### config.mk
export PLATFORM = sky130hd
export DESIGN_NAME = mem_access_unit
export DESIGN_NICKNAME = d
export VERILOG_FILES = /design/src/rtl/mem_pkg.sv /design/src/rtl/mem_load_align.sv /design/src/rtl/mem_access_unit.sv
export SDC_FILE = /design/constraint.sdc
export NUM_CORES = 1
export LEC_CHECK = 0
export CORE_ASPECT_RATIO = 0.75
export CORE_MARGIN = 4
export CORE_UTILIZATION = 45
export CTS_CLUSTER_SIZE = 10
export DETAILED_ROUTE_END_ITERATION = 7
export MAX_ROUTING_LAYER = met4
export PLACE_DENSITY = 0.85
export SLEW_MARGIN = 20
export SYNTH_ARGS = -nofsm -noshare
export SYNTH_HDL_FRONTEND = slang
export SYNTH_HIERARCHICAL = 1
export SYNTH_SLANG_ARGS = --single-unit
### constraint.sdc
create_clock -name i_clk -period 2.78 [get_ports i_clk]
set_clock_uncertainty 0.15 [all_clocks]
set_input_delay 0.556 -clock i_clk [delete_from_list [all_inputs] [get_ports i_clk]]
set_output_delay 0.556 -clock i_clk [all_outputs]
set_load 0.02 [all_outputs]
### src/rtl/mem_pkg.sv
// mem_pkg: shared definitions for the MEM-stage access unit.
//   - access size codes (byte / half / word)
//   - FSM state encoding
//   - byte-lane count of the data bus
//   - is_aligned(): natural-alignment test for a size/offset pair
package mem_pkg;

  localparam logic [1:0] SIZE_BYTE = 2'b00;
  localparam logic [1:0] SIZE_HALF = 2'b01;
  localparam logic [1:0] SIZE_WORD = 2'b10;

  localparam int unsigned NUM_LANES = 4;

  typedef enum logic {
    ST_IDLE   = 1'b0,
    ST_ACCESS = 1'b1
  } mem_state_e;

  // Size must already be normalised (2'b11 folded into SIZE_WORD).
  function automatic logic is_aligned(input logic [1:0] size, input logic [1:0] offset);
    logic ok;
    case (size)
      SIZE_BYTE: ok = 1'b1;
      SIZE_HALF: ok = ~offset[0];
      default:   ok = (offset == 2'b00);
    endcase
    return ok;
  endfunction

endpackage

### src/rtl/mem_load_align.sv
// mem_load_align: combinational load-data lane selection and extension.
// Ports:
//   rdata_i   [SIZE_DATA] raw word returned by data memory
//   offset_i  [2]         byte offset of the access within the word
//   size_i    [2]         normalised access size (SIZE_BYTE/HALF/WORD)
//   signed_i  [1]         1 = sign-extend, 0 = zero-extend
//   data_o    [SIZE_DATA] right-justified, extended load value
module mem_load_align
  import mem_pkg::*;
#(
  parameter int SIZE_DATA = 32
) (
  input  logic [SIZE_DATA-1:0] rdata_i,
  input  logic [1:0]           offset_i,
  input  logic [1:0]           size_i,
  input  logic                 signed_i,
  output logic [SIZE_DATA-1:0] data_o
);

  logic [SIZE_DATA-1:0] shifted;

  always_comb begin
    // Move the addressed lane down to bit 0 before extending.
    shifted = rdata_i >> {offset_i, 3'b000};
    case (size_i)
      SIZE_BYTE: data_o = {{(SIZE_DATA-8){signed_i & shifted[7]}}, shifted[7:0]};
      SIZE_HALF: data_o = {{(SIZE_DATA-16){signed_i & shifted[15]}}, shifted[15:0]};
      default:   data_o = rdata_i;
    endcase
  end

endmodule

### src/rtl/mem_access_unit.sv
// mem_access_unit: MEM-stage load/store unit between the EX/MEM latch and
// MEM/WB. Memory ops become a req/ack access with byte enables and lane
// replication; ALU ops pass straight through with one cycle of latency.
//
// Optional build macro: MEM_TIMEOUT_EN enables an ACCESS watchdog of
// TIMEOUT_CYCLES cycles; without it o_timeout is tied 0.
//
// Handshake: o_mem_req is held high for every ACCESS cycle with o_mem_addr,
// o_mem_be, o_mem_we and o_mem_wdata stable; the access completes in the
// cycle i_mem_ack is high (i_mem_rdata valid in that same cycle). i_mem_ack
// outside ACCESS is ignored.
//
// Ports:
//   i_clk, i_reset_n          clock, async active-low reset
//   i_valid, i_mem_read, i_mem_write, i_size, i_signed, i_rd,
//   i_alu_result, i_rd_value  EX/MEM latch contents
//   o_stall                   freeze EX/MEM and earlier stages
//   o_mem_req, o_mem_we, o_mem_addr, o_mem_be, o_mem_wdata,
//   i_mem_ack, i_mem_rdata    data memory interface
//   o_valid, o_rd, o_result   toward MEM/WB
//   o_misaligned, o_timeout   one-cycle error pulses
//
// The FSM state is held in state_q (mem_state_e) for observation.
module mem_access_unit
  import mem_pkg::*;
#(
  parameter int SIZE_DATA      = 32,
  parameter int SIZE_REG       = 5,
  parameter int TIMEOUT_CYCLES = 255
) (
  input  logic                 i_clk,
  input  logic                 i_reset_n,
  input  logic                 i_valid,
  input  logic                 i_mem_read,
  input  logic                 i_mem_write,
  input  logic [1:0]           i_size,
  input  logic                 i_signed,
  input  logic [SIZE_REG-1:0]  i_rd,
  input  logic [SIZE_DATA-1:0] i_alu_result,
  input  logic [SIZE_DATA-1:0] i_rd_value,
  output logic                 o_stall,
  output logic                 o_mem_req,
  output logic                 o_mem_we,
  output logic [SIZE_DATA-1:0] o_mem_addr,
  output logic [NUM_LANES-1:0] o_mem_be,
  output logic [SIZE_DATA-1:0] o_mem_wdata,
  input  logic                 i_mem_ack,
  input  logic [SIZE_DATA-1:0] i_mem_rdata,
  output logic                 o_valid,
  output logic [SIZE_REG-1:0]  o_rd,
  output logic [SIZE_DATA-1:0] o_result,
  output logic                 o_misaligned,
  output logic                 o_timeout
);

  mem_state_e state_q, state_d;

  // Captured access
  logic [SIZE_DATA-1:0] addr_q, addr_d;
  logic [NUM_LANES-1:0] be_q, be_d;
  logic                 we_q, we_d;
  logic [SIZE_DATA-1:0] wdata_q, wdata_d;
  logic [SIZE_REG-1:0]  rd_q, rd_d;
  logic [1:0]           size_q, size_d;
  logic                 signed_q, signed_d;
  logic [1:0]           off_q, off_d;

  // Result registers toward MEM/WB
  logic                 valid_q, valid_d;
  logic [SIZE_REG-1:0]  rd_out_q, rd_out_d;
  logic [SIZE_DATA-1:0] result_q, result_d;
  logic                 misaligned_q, misaligned_d;

  // Request decode
  logic                 is_read, is_write, mem_op, aligned;
  logic [1:0]           size_n, off_n;
  logic [NUM_LANES-1:0] be_n;
  logic [SIZE_DATA-1:0] wdata_n;
  logic [SIZE_DATA-1:0] load_data;
  logic                 abort;
  logic                 stall;

  // Read wins when both strobes are set; 2'b11 is handled as a word.
  assign is_read  = i_mem_read;
  assign is_write = i_mem_write & ~i_mem_read;
  assign mem_op   = is_read | is_write;
  assign size_n   = (i_size == SIZE_BYTE || i_size == SIZE_HALF) ? i_size : SIZE_WORD;
  assign off_n    = i_alu_result[1:0];
  assign aligned  = is_aligned(size_n, off_n);

  always_comb begin
    case (size_n)
      SIZE_BYTE: begin
        be_n    = 4'b0001 << off_n;
        wdata_n = {4{i_rd_value[7:0]}};
      end
      SIZE_HALF: begin
        be_n    = 4'b0011 << off_n;
        wdata_n = {2{i_rd_value[15:0]}};
      end
      default: begin
        be_n    = 4'b1111;
        wdata_n = i_rd_value;
      end
    endcase
  end

  mem_load_align #(
    .SIZE_DATA (SIZE_DATA)
  ) u_load_align (
    .rdata_i  (i_mem_rdata),
    .offset_i (off_q),
    .size_i   (size_q),
    .signed_i (signed_q),
    .data_o   (load_data)
  );

`ifdef MEM_TIMEOUT_EN
  localparam int unsigned CNT_W = $clog2(TIMEOUT_CYCLES + 1);
  logic [CNT_W-1:0] cnt_q, cnt_d;
  logic             timeout_q;

  // Abort on the TIMEOUT_CYCLES-th ACCESS cycle without ack; an ack in that
  // same cycle completes the access instead.
  assign abort = (state_q == ST_ACCESS) && !i_mem_ack &&
                 (cnt_q == CNT_W'(TIMEOUT_CYCLES - 1));

  always_comb begin
    cnt_d = cnt_q;
    if (state_q == ST_IDLE) begin
      cnt_d = '0;
    end else if (!i_mem_ack) begin
      cnt_d = cnt_q + 1'b1;
    end
  end

  always_ff @(posedge i_clk or negedge i_reset_n) begin
    if (!i_reset_n) begin
      cnt_q     <= '0;
      timeout_q <= 1'b0;
    end else begin
      cnt_q     <= cnt_d;
      timeout_q <= abort;
    end
  end

  assign o_timeout = timeout_q;
`else
  logic unused_timeout_cfg;
  assign unused_timeout_cfg = (TIMEOUT_CYCLES != 0);
  assign abort     = 1'b0;
  assign o_timeout = 1'b0;
`endif

  always_comb begin
    state_d      = state_q;
    addr_d       = addr_q;
    be_d         = be_q;
    we_d         = we_q;
    wdata_d      = wdata_q;
    rd_d         = rd_q;
    size_d       = size_q;
    signed_d     = signed_q;
    off_d        = off_q;
    valid_d      = 1'b0;
    rd_out_d     = rd_out_q;
    result_d     = result_q;
    misaligned_d = 1'b0;
    stall        = 1'b0;

    case (state_q)
      ST_IDLE: begin
        if (i_valid) begin
          if (!mem_op) begin
            valid_d  = 1'b1;
            result_d = i_alu_result;
            rd_out_d = i_rd;
          end else if (!aligned) begin
            misaligned_d = 1'b1;
          end else begin
            // Stall now so the latch holds while the access is outstanding.
            stall    = 1'b1;
            addr_d   = {i_alu_result[SIZE_DATA-1:2], 2'b00};
            be_d     = be_n;
            we_d     = is_write;
            wdata_d  = wdata_n;
            rd_d     = i_rd;
            size_d   = size_n;
            signed_d = i_signed;
            off_d    = off_n;
            state_d  = ST_ACCESS;
          end
        end
      end

      ST_ACCESS: begin
        if (i_mem_ack) begin
          // Release stall in the ack cycle so the upstream latch advances.
          valid_d  = 1'b1;
          rd_out_d = rd_q;
          result_d = we_q ? '0 : load_data;
          state_d  = ST_IDLE;
        end else if (abort) begin
          state_d = ST_IDLE;
        end else begin
          stall = 1'b1;
        end
      end

      default: state_d = ST_IDLE;
    endcase
  end

  always_ff @(posedge i_clk or negedge i_reset_n) begin
    if (!i_reset_n) begin
      state_q      <= ST_IDLE;
      addr_q       <= '0;
      be_q         <= '0;
      we_q         <= 1'b0;
      wdata_q      <= '0;
      rd_q         <= '0;
      size_q       <= SIZE_BYTE;
      signed_q     <= 1'b0;
      off_q        <= '0;
      valid_q      <= 1'b0;
      rd_out_q     <= '0;
      result_q     <= '0;
      misaligned_q <= 1'b0;
    end else begin
      state_q      <= state_d;
      addr_q       <= addr_d;
      be_q         <= be_d;
      we_q         <= we_d;
      wdata_q      <= wdata_d;
      rd_q         <= rd_d;
      size_q       <= size_d;
      signed_q     <= signed_d;
      off_q        <= off_d;
      valid_q      <= valid_d;
      rd_out_q     <= rd_out_d;
      result_q     <= result_d;
      misaligned_q <= misaligned_d;
    end
  end

  // Request is a pure decode of state so reset removes it immediately.
  assign o_mem_req    = (state_q == ST_ACCESS);
  assign o_mem_we     = o_mem_req & we_q;
  assign o_mem_addr   = addr_q;
  assign o_mem_be     = be_q;
  assign o_mem_wdata  = wdata_q;
  assign o_stall      = stall;
  assign o_valid      = valid_q;
  assign o_rd         = rd_out_q;
  assign o_result     = result_q;
  assign o_misaligned = misaligned_q;

endmodule

==> impl_metrics.ini, run 1 <==
[status]
status = finished, final reports clean

[min_path]
holdCritStartpoint = o_mem_wdata[27]
hp-class = reg2reg
min_delay_path_depth = 2
hold_end = o_mem_wdata[27]

[final_layout]
nets = 976
fin_cells = 1045
syn_to_final_growth_pct = 50.4
layout_common_cells = nand2_1 (235), clkdlybuf4s50_1 (215), dfrtp_1 (117), o21ai_0 (75), mux2i_1 (36)
n_antenna_cell = 0
layout_commonest_cell = nand2_1
design_area_sq_um = 8790
drive_above_1_share_pct = 8.53

[clock_tree]
numCtsBuffers = 17
cts_buffer_depth = 2
numClockSinks = 117
cts_max_level = 4
insertion_delay_ps = 410
cts_tree = yes
cts-root-buf = clkbuf_16
cts_setup_buffers = 0
clk_pin_slew_worst_paths_ps = 50

[drt]
drt_iter0_markers = 405
vias = 5578
drc = 0
wire_per_inst_microns = 18.9
drt-total-wl_microns = 19800
antenna_left = 0
vias_per_cell = 5.34
drt-pass1-iter-count = 5

[timing]
fin_crit_ps = 2620
fmax_mhz = 382
final-setup-viol-count = 0
hold_viol = 0
hold_slack_ps = 323
worst_pin_slew_ps = 971
tns_ps = 0
slew_violations = 0
slew_headroom_pct = 35.3
rsz0062_at_grt = false
period_share_pct = 94.2

[yosys]
synthXorXnorAreaFrac_pct = 0.150
yosysWarningCount = 6
synth_edf_count = 0
synth_top_family_by_area = simple AND/OR/NAND/NOR gates
syn_area_sq_um = 5850
synth-simple-area-share_pct = 19.1
yosys.cell_types.count = 45
synthFlopType = dfrtp_1
yosysSeqAreaShare_pct = 50.1
synth-seq-cells = 117
synth_adder_area_share_pct = 0
postSynthAreaPerCell_sq_um = 8.97
synth_compound_area_share_pct = 18.6
synthMuxAreaShare_pct = 6.74
synthCells = 652
ys_async_sr_fraction_pct = 100

[setup_path]
crit_type = in2out
cp_slowest_stage_delay_ps = 470
crit_path_end_kind = output port
worstPathArrival_ps = 1910
crit_path_start_kind = input port
path_delay_family = buffers and inverters
crit_fanout = 2
rrSetupSlack_ps = 470
cp_slowest_cell = clkdlybuf4s50_1
crit_chain = clkdlybuf4s50_1, nor2b_1, o221ai_4, o21ai_0, dlygate4sd2_1
r2r-end = o_result[30]
cp.required_ps = 2070
critPathBufInv = 2
r2r_cells = 7
r2r-start = size_q[1]

[run]
max-cap-violations = 0

[pwr]
p_leak_nw = 4.00
power_mw = 7.37
switchingPower_mw = 2.60
sw_frac_of_total_pct = 35.2
p_comb_share_pct = 37.6
p_clk_share_pct = 29.5
power_density_nw_per_um2 = 839
internal-power_mw = 4.78
p_seq_share_pct = 32.9
vdd_drop_max_v = 0.000598

[floorplanning]
start_util_pct = 46.8
io_pins = 221
rows = 35
die_h_microns = 107
die_area_sq_um = 14900
coreArea_sq_um = 12500
die_w_microns = 140

[placement]
gp_congestion = 0.934
dp_hpwl_microns = 14300
place_inst = 1012
port_buffers = 217
dpl_cell_area_sq_um = 8190

[global_routing]
grt_usage_pct = 26.9
grt_pass1_vias = 5530
grt_max_degree = 100
grt_antenna_before_repair = 0
grt_pass1_wl_microns = 30500
overflow = 0
## cells in the mapped netlist (2+ instances only)
library cell	n	area [sq um]
o21ai_0	75	375
a22oi_1	32	240
clkbuf_1	35	131
o31ai_1	7	52.6
o21ai_2	2	17.5
nand2b_1	2	12.5
dfrtp_1	117	2930
and2_1	2	12.5
nor2_1	12	45.0
mux2i_1	36	360
nor2b_1	3	18.8
buf_2	4	20.0
o211a_1	7	70.1
nor3_1	2	10.0
a22o_1	6	52.6
buf_4	3	22.5
o2bb2ai_1	6	52.6
buf_6	10	113
nand3b_1	7	52.6
nand2_1	235	882
clkinv_1	2	7.51
o21ai_1	10	50.1
a21oi_1	11	55.1
o211ai_1	2	15.0
a2bb2oi_1	2	17.5
inv_1	3	11.3
## cell type report
| class | count | area (sq um) |
|---|---|---|
| clock buffers | 20 | 457 |
| clock inverters | 12 | 130 |
| fillers | 996 | 3690 |
| inverters | 5 | 18.8 |
| multi-input cells | 480 | 2650 |
| flip-flops and latches | 117 | 2930 |
| well taps | 166 | 208 |
| repair buffers | 245 | 2410 |
## power groups by stage
stage / combinational [mW] / sequential (mW) / clock (mW)
global route: 2.97 / 2.48 / 2.26
detailed placement: 2.76 / 2.44 / 0
floorplan: 0.914 / 2.90 / 0
CTS: 2.78 / 2.43 / 2.19
finish: 2.77 / 2.43 / 2.17
global placement: 2.71 / 2.42 / 0
## cells by family after synthesis
logic type                count (synthesis)
AOI/OAI and AO/OA                       166
xor gates and xnor gates                  1
buffers and inverters                    57
DFF                                     117
muxes                                    38
other                                     1
and+or+nand+nor                         272
## state kept, by name, indices dropped and copies added, names as in the netlist, 2 cells and up
signal	cells
o_mem_be	4
o_result	32
rd_q	5
o_rd	5
size_q	2
o_mem_wdata	32
off_q	2
o_mem_addr	30
## routing by layer
metal  share of wire, %  global-route usage, %  vias to the layer above
met3                7.4                   6.78                       23
met5                  0                      -                        -
met4                1.4                   6.57                        0
li1                   -                      -                     2657
met1                 46                   36.9                     2667
met2                 45                   40.8                      231
## per-stage QoR
stage	utilization (%)	worst slack, ps
final	70.5	163
after global placement	65.6	-145
after CTS	70.5	187
after floorplan	-	286
after detailed placement	65.6	-158
after global routing	70.5	50.4
## worst reg2reg max path, stage by stage (launching register included)
cell	delay, ps
dfrtp_1	630
clkinv_1	380
nand2_1	480
o21ai_0	220
nand2_1	100
nor2_1	40
a21oi_1	100
o21ai_0	80
## how the worst max path moves through the flow
stage	from	endpoint	slack, ps	cells after the start
5_1_grt	i_valid	o_stall	50	5
6_report	i_valid	o_stall	160	5
4_1_cts	i_alu_result[0]	o_stall	190	5
2_1_floorplan	i_size[1]	o_stall	290	5
3_5_place_dp	i_alu_result[0]	o_stall	-160	5
3_3_place_gp	i_alu_result[0]	o_stall	-140	5
## what timing repair did
action                                  in CTS  in global routing
endpoints found under the setup margin       1                  0
endpoints found under the hold margin       27                  0
gates resized for setup                      3                  0
hold buffers                                 1                  0
(Power assumes the default switching activity.)
==> inputs of run 2 (changes only) <==
- GPL_ROUTABILITY_DRIVEN: not set -> 0
==> results of run 2 <==
Same layout as run 1: the final DEF is identical, and so are final timing and power.
==> inputs of run 3 (changes only) <==
- CORE_UTILIZATION: 45 -> 48
- PLACE_DENSITY: 0.85 -> 0.9
- clock period: 2.78 -> 3.2 ns (I/O delays scaled with it)
==> impl_metrics.ini, run 3 (synthesized netlist as in run 1, its figures left out) <==
[setup_path]
r2r-end = o_result[18]
r2r_cells = 7
crit_path_end_kind = output port
crit_path_start_kind = input port
rrSetupSlack_ps = 850
cp.required_ps = 2410
crit_start = i_alu_result[0]
worstPathArrival_ps = 2290
crit_fanout = 3
crit_end = o_stall
r2r-start = off_q[1]
crit_type = in2out

[pwr]
internal-power_mw = 4.13
p_leak_nw = 3.96
switchingPower_mw = 2.24
vdd_drop_max_v = 0.000559
sw_frac_of_total_pct = 35.1
power_density_nw_per_um2 = 731
p_comb_share_pct = 37.7
p_seq_share_pct = 33.1
p_clk_share_pct = 29.2

[drt]
antenna_left = 0
wire_per_inst_microns = 19.0
vias = 5687
drt-pass1-iter-count = 6
vias_per_cell = 5.51
drt_iter0_markers = 530
drt-total-wl_microns = 19700
drc = 0

[clock_tree]
cts-root-buf = clkbuf_16
cts_setup_buffers = 0
cts_max_level = 4
cts_tree = yes
cts_buffer_depth = 2
numCtsBuffers = 17
clk_pin_slew_worst_paths_ps = 60
numClockSinks = 117
insertion_delay_ps = 410

[floorplanning]
io_pins = 221
die_h_microns = 104
rows = 34
die_area_sq_um = 14000
die_w_microns = 135
coreArea_sq_um = 11700
start_util_pct = 49.8

[final_layout]
n_antenna_cell = 0
layout_common_cells = nand2_1 (235), clkdlybuf4s50_1 (216), dfrtp_1 (117), o21ai_0 (75), mux2i_1 (36)
fin_cells = 1033
drive_above_1_share_pct = 7.46
nets = 968
syn_to_final_growth_pct = 49.0
layout_commonest_cell = nand2_1
fillerInstances = 883

[global_routing]
grt_antenna_before_repair = 0
grt_max_degree = 100
grt_usage_pct = 28.6
grt_pass1_wl_microns = 30500
overflow = 0
grt_pass1_vias = 5547

[placement]
place_inst = 1001
dp_hpwl_microns = 14100
port_buffers = 217
post-place-ws_ps = 58.8

[timing]
worst_pin_slew_ps = 951
hold_viol = 0
timing.final.ws_setup_ps = 117
fmax_mhz = 324
fin_crit_ps = 3080
final-setup-viol-count = 0
tns_ps = 0
slew_violations = 0
period_share_pct = 96.4
slew_headroom_pct = 36.6
rsz0062_at_grt = false

[run]
max-cap-violations = 0

[min_path]
hp-class = in2async

[status]
status = finished, final reports clean
## run 3: power groups by stage
stage	Sequential, mW	Clock (mW)	Combinational (mW)
2_1_floorplan	2.52	0	0.794
6_report	2.11	1.86	2.40
3_5_place_dp	2.12	0	2.39
5_1_grt	2.16	1.95	2.57
3_3_place_gp	2.10	0	2.33
4_1_cts	2.10	1.88	2.41
## run 3: final cells by class
| class | count | area (sq um) | area share, % |
|---|---|---|---|
| timing repair buffer | 237 | 2340 | 26.9 |
| clock buffer | 23 | 468 | 5.37 |
| tap | 162 | 203 | 2.33 |
| sequential | 117 | 2930 | 33.6 |
| multi-input combinational | 480 | 2650 | 30.4 |
| inverter | 5 | 18.8 | 0.215 |
| clock inverter | 9 | 103 | 1.18 |
## run 3: worst max-delay path, stage by stage
cell and delay, ps:
clkdlybuf4s50_1 510, a21oi_2 260, o221ai_4 120, o21ai_0 110
clkdlybuf4s50_1 640
## run 3: per-stage QoR
stage	utilization (%)	instance area [sq um]	hold WS, ps	total power, mW
floorplan	-	5850	194	3.32
global placement	69.3	8130	306	4.43
detailed placement	69.3	8130	313	4.50
CTS	74.1	8700	111	6.39
global route	74.2	8710	146	6.67
finish	74.2	8710	104	6.37
## run 3: repair_timing
action,4_1_cts,5_1_grt
resized for setup,0,2
hold endpoints to repair,0,0
hold buffers,0,0
setup endpoints to repair,0,1
## run 3: layer usage
layer  track usage (%)  vias up  routed length, microns
met5                 -        -                       0
met4              9.86        0                     550
met3              7.36       43                    1630
met2              42.0      269                    9040
met1              38.9     2730                    8450
li1                  -     2645                       -
## run 3: how the worst min path moves through the flow
stage | start | endpoint | slack, ps | depth (start not counted)
2_1_floorplan | i_reset_n | o_mem_addr[10] | 190 | 0
6_report | i_reset_n | o_mem_addr[28] | 100 | 1
5_1_grt | i_reset_n | o_mem_addr[28] | 150 | 1
4_1_cts | i_reset_n | o_mem_addr[28] | 110 | 1
3_3_place_gp | o_mem_addr[20] | o_mem_addr[20] | 310 | 2
3_5_place_dp | rd_q[1] | rd_q[1] | 310 | 2
